[config.mk]
export PLATFORM = sky130hd
export DESIGN_NAME = csa_resolve
export DESIGN_NICKNAME = d
export VERILOG_FILES = /design/src/rtl/csa_resolve.sv
export SDC_FILE = /design/constraint.sdc
export NUM_CORES = 1
export LEC_CHECK = 0
export ABC_AREA = 1
export BUFFER_PORTS_ARGS = -buffer_cell sky130_fd_sc_hd__buf_2
export CAP_MARGIN = 20
export CORE_MARGIN = 1.5
export CORE_UTILIZATION = 42
export CTS_CLUSTER_SIZE = 30
export DETAILED_ROUTE_END_ITERATION = 7
export HOLD_SLACK_MARGIN = 0.15
export PLACE_DENSITY_LB_ADDON = 0.1
export SLEW_MARGIN = 20
export SYNTH_ARGS = -nofsm -noshare
export SYNTH_HDL_FRONTEND = slang
export SYNTH_SLANG_ARGS = --single-unit
[constraint.sdc]
create_clock -name clk -period 6.6 [get_ports clk]
set_input_delay 0.33 -clock clk [delete_from_list [all_inputs] [get_ports clk]]
set_output_delay 0.33 -clock clk [all_outputs]
set_load 0.02 [all_outputs]
[src/rtl/csa_resolve.sv]
`default_nettype none
// ============================================================================
// csa_resolve : two-stage carry-save (sum + carry<<1) to binary resolver.
// Option: CSA_RESOLVE_SKID_EN adds a 2-entry skid buffer with registered ready.
// Revision: 1.0
// ============================================================================
module csa_resolve (
  input  logic        clk,
  input  logic        resetn,
  input  logic        flush,
  input  logic        in_valid,
  output logic        in_ready,
  input  logic [63:0] in_s,
  input  logic [63:0] in_c,
  input  logic [2:0]  in_id,
  output logic        out_valid,
  input  logic        out_ready,
  output logic [31:0] out_hi,
  output logic [31:0] out_lo,
  output logic [2:0]  out_id
);

  localparam int unsigned HALF_W = 32;
  localparam int unsigned PAIR_W = 131;

  logic              src_valid;
  logic [63:0]       src_s;
  logic [63:0]       src_c;
  logic [2:0]        src_id;

  logic              s1_valid_q;
  logic              s1_carry_q;
  logic [HALF_W-1:0] s1_low_q;
  logic [HALF_W-1:0] s1_shi_q;
  logic [HALF_W-1:0] s1_chi_q;
  logic [2:0]        s1_id_q;

  logic              s2_valid_q;
  logic [HALF_W-1:0] hi_q;
  logic [HALF_W-1:0] lo_q;
  logic [2:0]        id_q;

  logic              s2_adv;
  logic              s1_adv;
  logic              s1_load;
  logic              s2_load;
  logic [HALF_W:0]   low_sum_d;
  logic [HALF_W-1:0] hi_sum_d;
  logic              unused_c63;

  assign s2_adv  = !s2_valid_q || out_ready;
  assign s1_adv  = !s1_valid_q || s2_adv;
  assign s1_load = src_valid && s1_adv && !flush;
  assign s2_load = s1_valid_q && s2_adv && !flush;

  // Carry bit 63 has weight 2^64 and falls off the modulo-2^64 result.
  assign unused_c63 = src_c[63];

`ifdef CSA_RESOLVE_SKID_EN
  logic [1:0]        cnt_q;
  logic [1:0]        cnt_d;
  logic              rdy_q;
  logic              accept;
  logic              push;
  logic              pop;
  logic              wr_idx;
  logic [PAIR_W-1:0] sk0_q;
  logic [PAIR_W-1:0] sk1_q;
  logic [PAIR_W-1:0] in_pair;

  // A pair offered while flush is high is killed along with everything else.
  assign in_pair   = {in_id, in_c, in_s};
  assign accept    = in_valid && rdy_q && !flush;
  assign pop       = (cnt_q != 2'd0) && s1_adv;
  assign push      = accept && ((cnt_q != 2'd0) || !s1_adv);
  assign wr_idx    = (cnt_q == 2'd2) || ((cnt_q == 2'd1) && !pop);
  assign cnt_d     = cnt_q + {1'b0, push} - {1'b0, pop};
  assign in_ready  = rdy_q;
  assign src_valid = (cnt_q != 2'd0) || accept;
  assign {src_id, src_c, src_s} = (cnt_q != 2'd0) ? sk0_q : in_pair;

  always_ff @(posedge clk or negedge resetn) begin
    if (!resetn) begin
      cnt_q <= 2'd0;
      rdy_q <= 1'b0;
      sk0_q <= '0;
      sk1_q <= '0;
    end else begin
      cnt_q <= flush ? 2'd0 : cnt_d;
      rdy_q <= flush || (cnt_d != 2'd2);
      if (!flush) begin
        if (pop && (cnt_q == 2'd2)) sk0_q <= sk1_q;
        if (push) begin
          if (wr_idx) sk1_q <= in_pair;
          else        sk0_q <= in_pair;
        end
      end
    end
  end
`else
  logic alive_q;

  assign in_ready  = alive_q && !flush && s1_adv;
  assign src_valid = in_valid && in_ready;
  assign src_s     = in_s;
  assign src_c     = in_c;
  assign src_id    = in_id;

  always_ff @(posedge clk or negedge resetn) begin
    if (!resetn) alive_q <= 1'b0;
    else         alive_q <= 1'b1;
  end
`endif

  assign low_sum_d = {1'b0, src_s[HALF_W-1:0]} + {1'b0, src_c[HALF_W-2:0], 1'b0};
  assign hi_sum_d  = s1_shi_q + s1_chi_q + {{(HALF_W-1){1'b0}}, s1_carry_q};

  always_ff @(posedge clk or negedge resetn) begin
    if (!resetn) begin
      s1_valid_q <= 1'b0;
      s1_carry_q <= 1'b0;
      s1_low_q   <= '0;
      s1_shi_q   <= '0;
      s1_chi_q   <= '0;
      s1_id_q    <= '0;
      s2_valid_q <= 1'b0;
      hi_q       <= '0;
      lo_q       <= '0;
      id_q       <= '0;
    end else begin
      s1_valid_q <= flush ? 1'b0 : (s1_adv ? src_valid : s1_valid_q);
      s2_valid_q <= flush ? 1'b0 : (s2_adv ? s1_valid_q : s2_valid_q);
      if (s1_load) begin
        {s1_carry_q, s1_low_q} <= low_sum_d;
        s1_shi_q               <= src_s[63:32];
        s1_chi_q               <= src_c[62:31];
        s1_id_q                <= src_id;
      end
      if (s2_load) begin
        hi_q <= hi_sum_d;
        lo_q <= s1_low_q;
        id_q <= s1_id_q;
      end
    end
  end

  assign out_valid = s2_valid_q;
  assign out_hi    = hi_q;
  assign out_lo    = lo_q;
  assign out_id    = id_q;

endmodule
`default_nettype wire
==> out/results.ini <==
[sta]
slew_headroom=0.368
max_freq_mhz=379
slew_violations=0
final-hold-violation-count=0
finalCritPeriodShare=0.399
rsz0062_at_grt=no
setup_viol=0
tightest_slew_ns=0.947
finalClockSkew_ns=0.0137
timing.final.ws_setup_ns=3.96
fin_crit_ns=2.64
setup_tns_ns=0

[floorplan]
fp.dieW_um=165
row_count=58
dieHeight_um=165
die_area_um2=27100
pin_count=205
start_util=0.432
core_um2=25400

[route]
post-route-drc-count=0
post_drt_via_cell_ratio=4.68
routed_wirelength_um=30300
antenna_left=0
firstDrtPassIters=5
vias=10503
wl_per_cell_um=13.5
drt_iter0_drc=589

[synthesis]
async_flop_share=1.00
synth_top_family_by_area=simple AND/OR/NAND/NOR gates
mappedNetlistNets=1838
ys.flop_type=dfrtp_1
synthXorXnorAreaFrac=0.0232
synth-seq-area-share=0.388
synth_edf_count=0
avgSynthCellArea_um2=6.69
ys_top_cells_by_count=nand2_1 (790), inv_1 (223), dfrtp_1 (170)
synth_compound_area_frac=0.0504
synth_mux_area_frac=0
synthCells=1638
yosys_warnings=0
netlist_area_um2=11000
synth_fa_ha_area_frac=0.0751
synth_area_leaders=dfrtp_1 (39%), nand2_1 (27%), inv_1 (7.6%)
synth_cell_types=32
synth_seq_cells=170
yosys.area.top_type_share=0.388
yosys.area.top_type=dfrtp_1
synthSimpleGateAreaFrac=0.369
yosysMostFrequentCell=nand2_1

[power]
p_int_mw=2.33
power_leakage_nw=8.01
p_clk_frac=0.263
seqPwrFrac=0.368
power_frac_comb=0.368
peakVddDrop_mv=0.179
p_switching_mw=1.56
cellPowerDensity_nw_per_um2=287
p_sw_frac=0.401

[clock_tree]
cts_buffer_depth=2
cts_buffers=17
postCtsSetupBuffers=0
h-tree-depth=4
cts_hold_buf=70
cts_resized=0
clk_pin_slew_ns=0.08
cts_tree=done
cts_root_buf=clkbuf_16
clock_latency_ns=0.44
clock-sinks=170

[critical_path]
r2r-end=out_hi[20]$_DFFE_PN0P_
path_cells=fa_1 -> fa_1 -> nand3_1 -> nand3_1 -> nand3_1 -> nand3_1 -> nand3_1 -> nand3_1 -> nand3_1 -> nand2_1
worstSetupPathType=register to register
crit_buf_inv=0
end_kind=register
cp_top_family=adder cells
cp_slowest_cell=fa_1
rr_startpoint=s1_carry_q$_DFFE_PN0P_
crit_fanout=4
r2r_setup_slack_ns=3.96
worstSetupStartpointType=register
crit_required_ns=6.91
worst_path_most_repeated_cell=nand3_1
max_stage_delay_ns=0.56
worstPathArrival_ns=2.95
ff2ff_path_depth=10

[job]
maxCapViolCount=0

[min_path]
min_from=in_c[0]
hold_depth=4
whs_endpoint=s1_low_q[1]$_DFFE_PN0P_
hold_path_class=primary input to register

[global_routing]
grt.overflow.total=0
grt_max_degree=92
grt_pass1_vias=10137
groute.usage.overall=0.232
grt_antenna_before_repair=0
grt_pass1_wl_um=49100

[outcome]
status=finished, final reports clean

[placement]
dp_slack_ns=3.96
dp_hpwl_um=22600
gp_congestion=0.873
io_buffers=203

[final_layout]
area_delta_synth_final_pct=23.8
antennaDiodeCount=0
fin_nets=2100
drive_above_1_share=0.142

logic make-up (layout without fill, tap and decap cells):
group                    count (synthesis)  after routing
AND/OR/NAND/NOR                       1007           1007
buffers and inverters                  262            537
flip-flops                             170            170
AO/OA/AOI/OAI                          105            105
adder cells (fa/ha/maj)                 64             64
XOR/XNOR                                29             29
other                                    1              1
layer usage:
layer | vias up | track usage | wire length (µm)
met5 | - | 0 | 0
met2 | 233 | 0.402 | 14500
met1 | 4690 | 0.289 | 13700
met3 | 60 | 0.0291 | 965
li1 | 5520 | - | -
met4 | 0 | 0.103 | 1150
how the worst max path moves through the flow:
stage	start	to	slack, ns	cells past startpoint
global route	s1_carry_q$_DFFE_PN0P_	out_hi[28]$_DFFE_PN0P_	3.79	10
global placement	s1_carry_q$_DFFE_PN0P_	out_hi[20]$_DFFE_PN0P_	4.00	10
detailed placement	s1_carry_q$_DFFE_PN0P_	out_hi[20]$_DFFE_PN0P_	3.96	10
CTS	s1_carry_q$_DFFE_PN0P_	out_hi[20]$_DFFE_PN0P_	3.93	10
finish	s1_carry_q$_DFFE_PN0P_	out_hi[20]$_DFFE_PN0P_	3.96	10
floorplan	s1_carry_q$_DFFE_PN0P_	out_hi[28]$_DFFE_PN0P_	4.52	10
placed cells by master, fill, tap and decap left out, types with 6 or more instances in the layout:
cell and n:
dfrtp_1 170, clkbuf_16 17, nand3_1 86, buf_2 202
inv_1 223, inv_6 6, nand3_2 7, ha_1 61
dlygate4sd3_1 70, o21ai_0 39, o21ai_1 11, nand3b_1 6
a21oi_1 44, nand4_1 7, o21bai_1 6, nand2_1 789
nand2_2 13, clkinv_8 7, nor2_1 84, xnor2_1 27
sequential cells by signal (all words and copies together) (netlist names):
name,flops
alive_q,1
out_hi,32
out_id,3
out_lo,32
out_valid,1
s1_carry_q,1
s1_chi_q,32
s1_id_q,3
s1_low_q,32
s1_shi_q,32
s1_valid_q,1
stage by stage:
stage               area, µm²  std cells  total power, mW  hold slack (ns)   util
global route            13600       2243             4.17            0.190  0.534
global placement        12300       2141             2.84            0.332  0.483
finish                  13600       2243             3.89            0.184  0.534
detailed placement      12300       2141             2.86            0.338  0.483
CTS                     13600       2243             3.93            0.176  0.534
floorplan               11000       1638             2.39           0.0344      -
power groups by stage:
stage,clock [mW],sequential (mW),combinational [mW]
2_1_floorplan,0,1.60,0.786
3_3_place_gp,0,1.45,1.39
3_5_place_dp,0,1.45,1.41
4_1_cts,1.04,1.43,1.45
5_1_grt,1.09,1.46,1.62
6_report,1.02,1.43,1.43
area by class of cell:
class                   count  area (µm²)
well taps                 330         413
clock buffers              18         429
clock inverters            14         178
multi-input cells        1206        5680
fillers                  2597       11800
inverters                 227         852
repair buffers            278        1760
flip-flops and latches    170        4250
worst min-delay path: stages:
cell,delay (ns)
buf_2,0.08
ha_1,0.11
nand2_1,0.04
nand2_1,0.04
(Power assumes the default switching activity.)
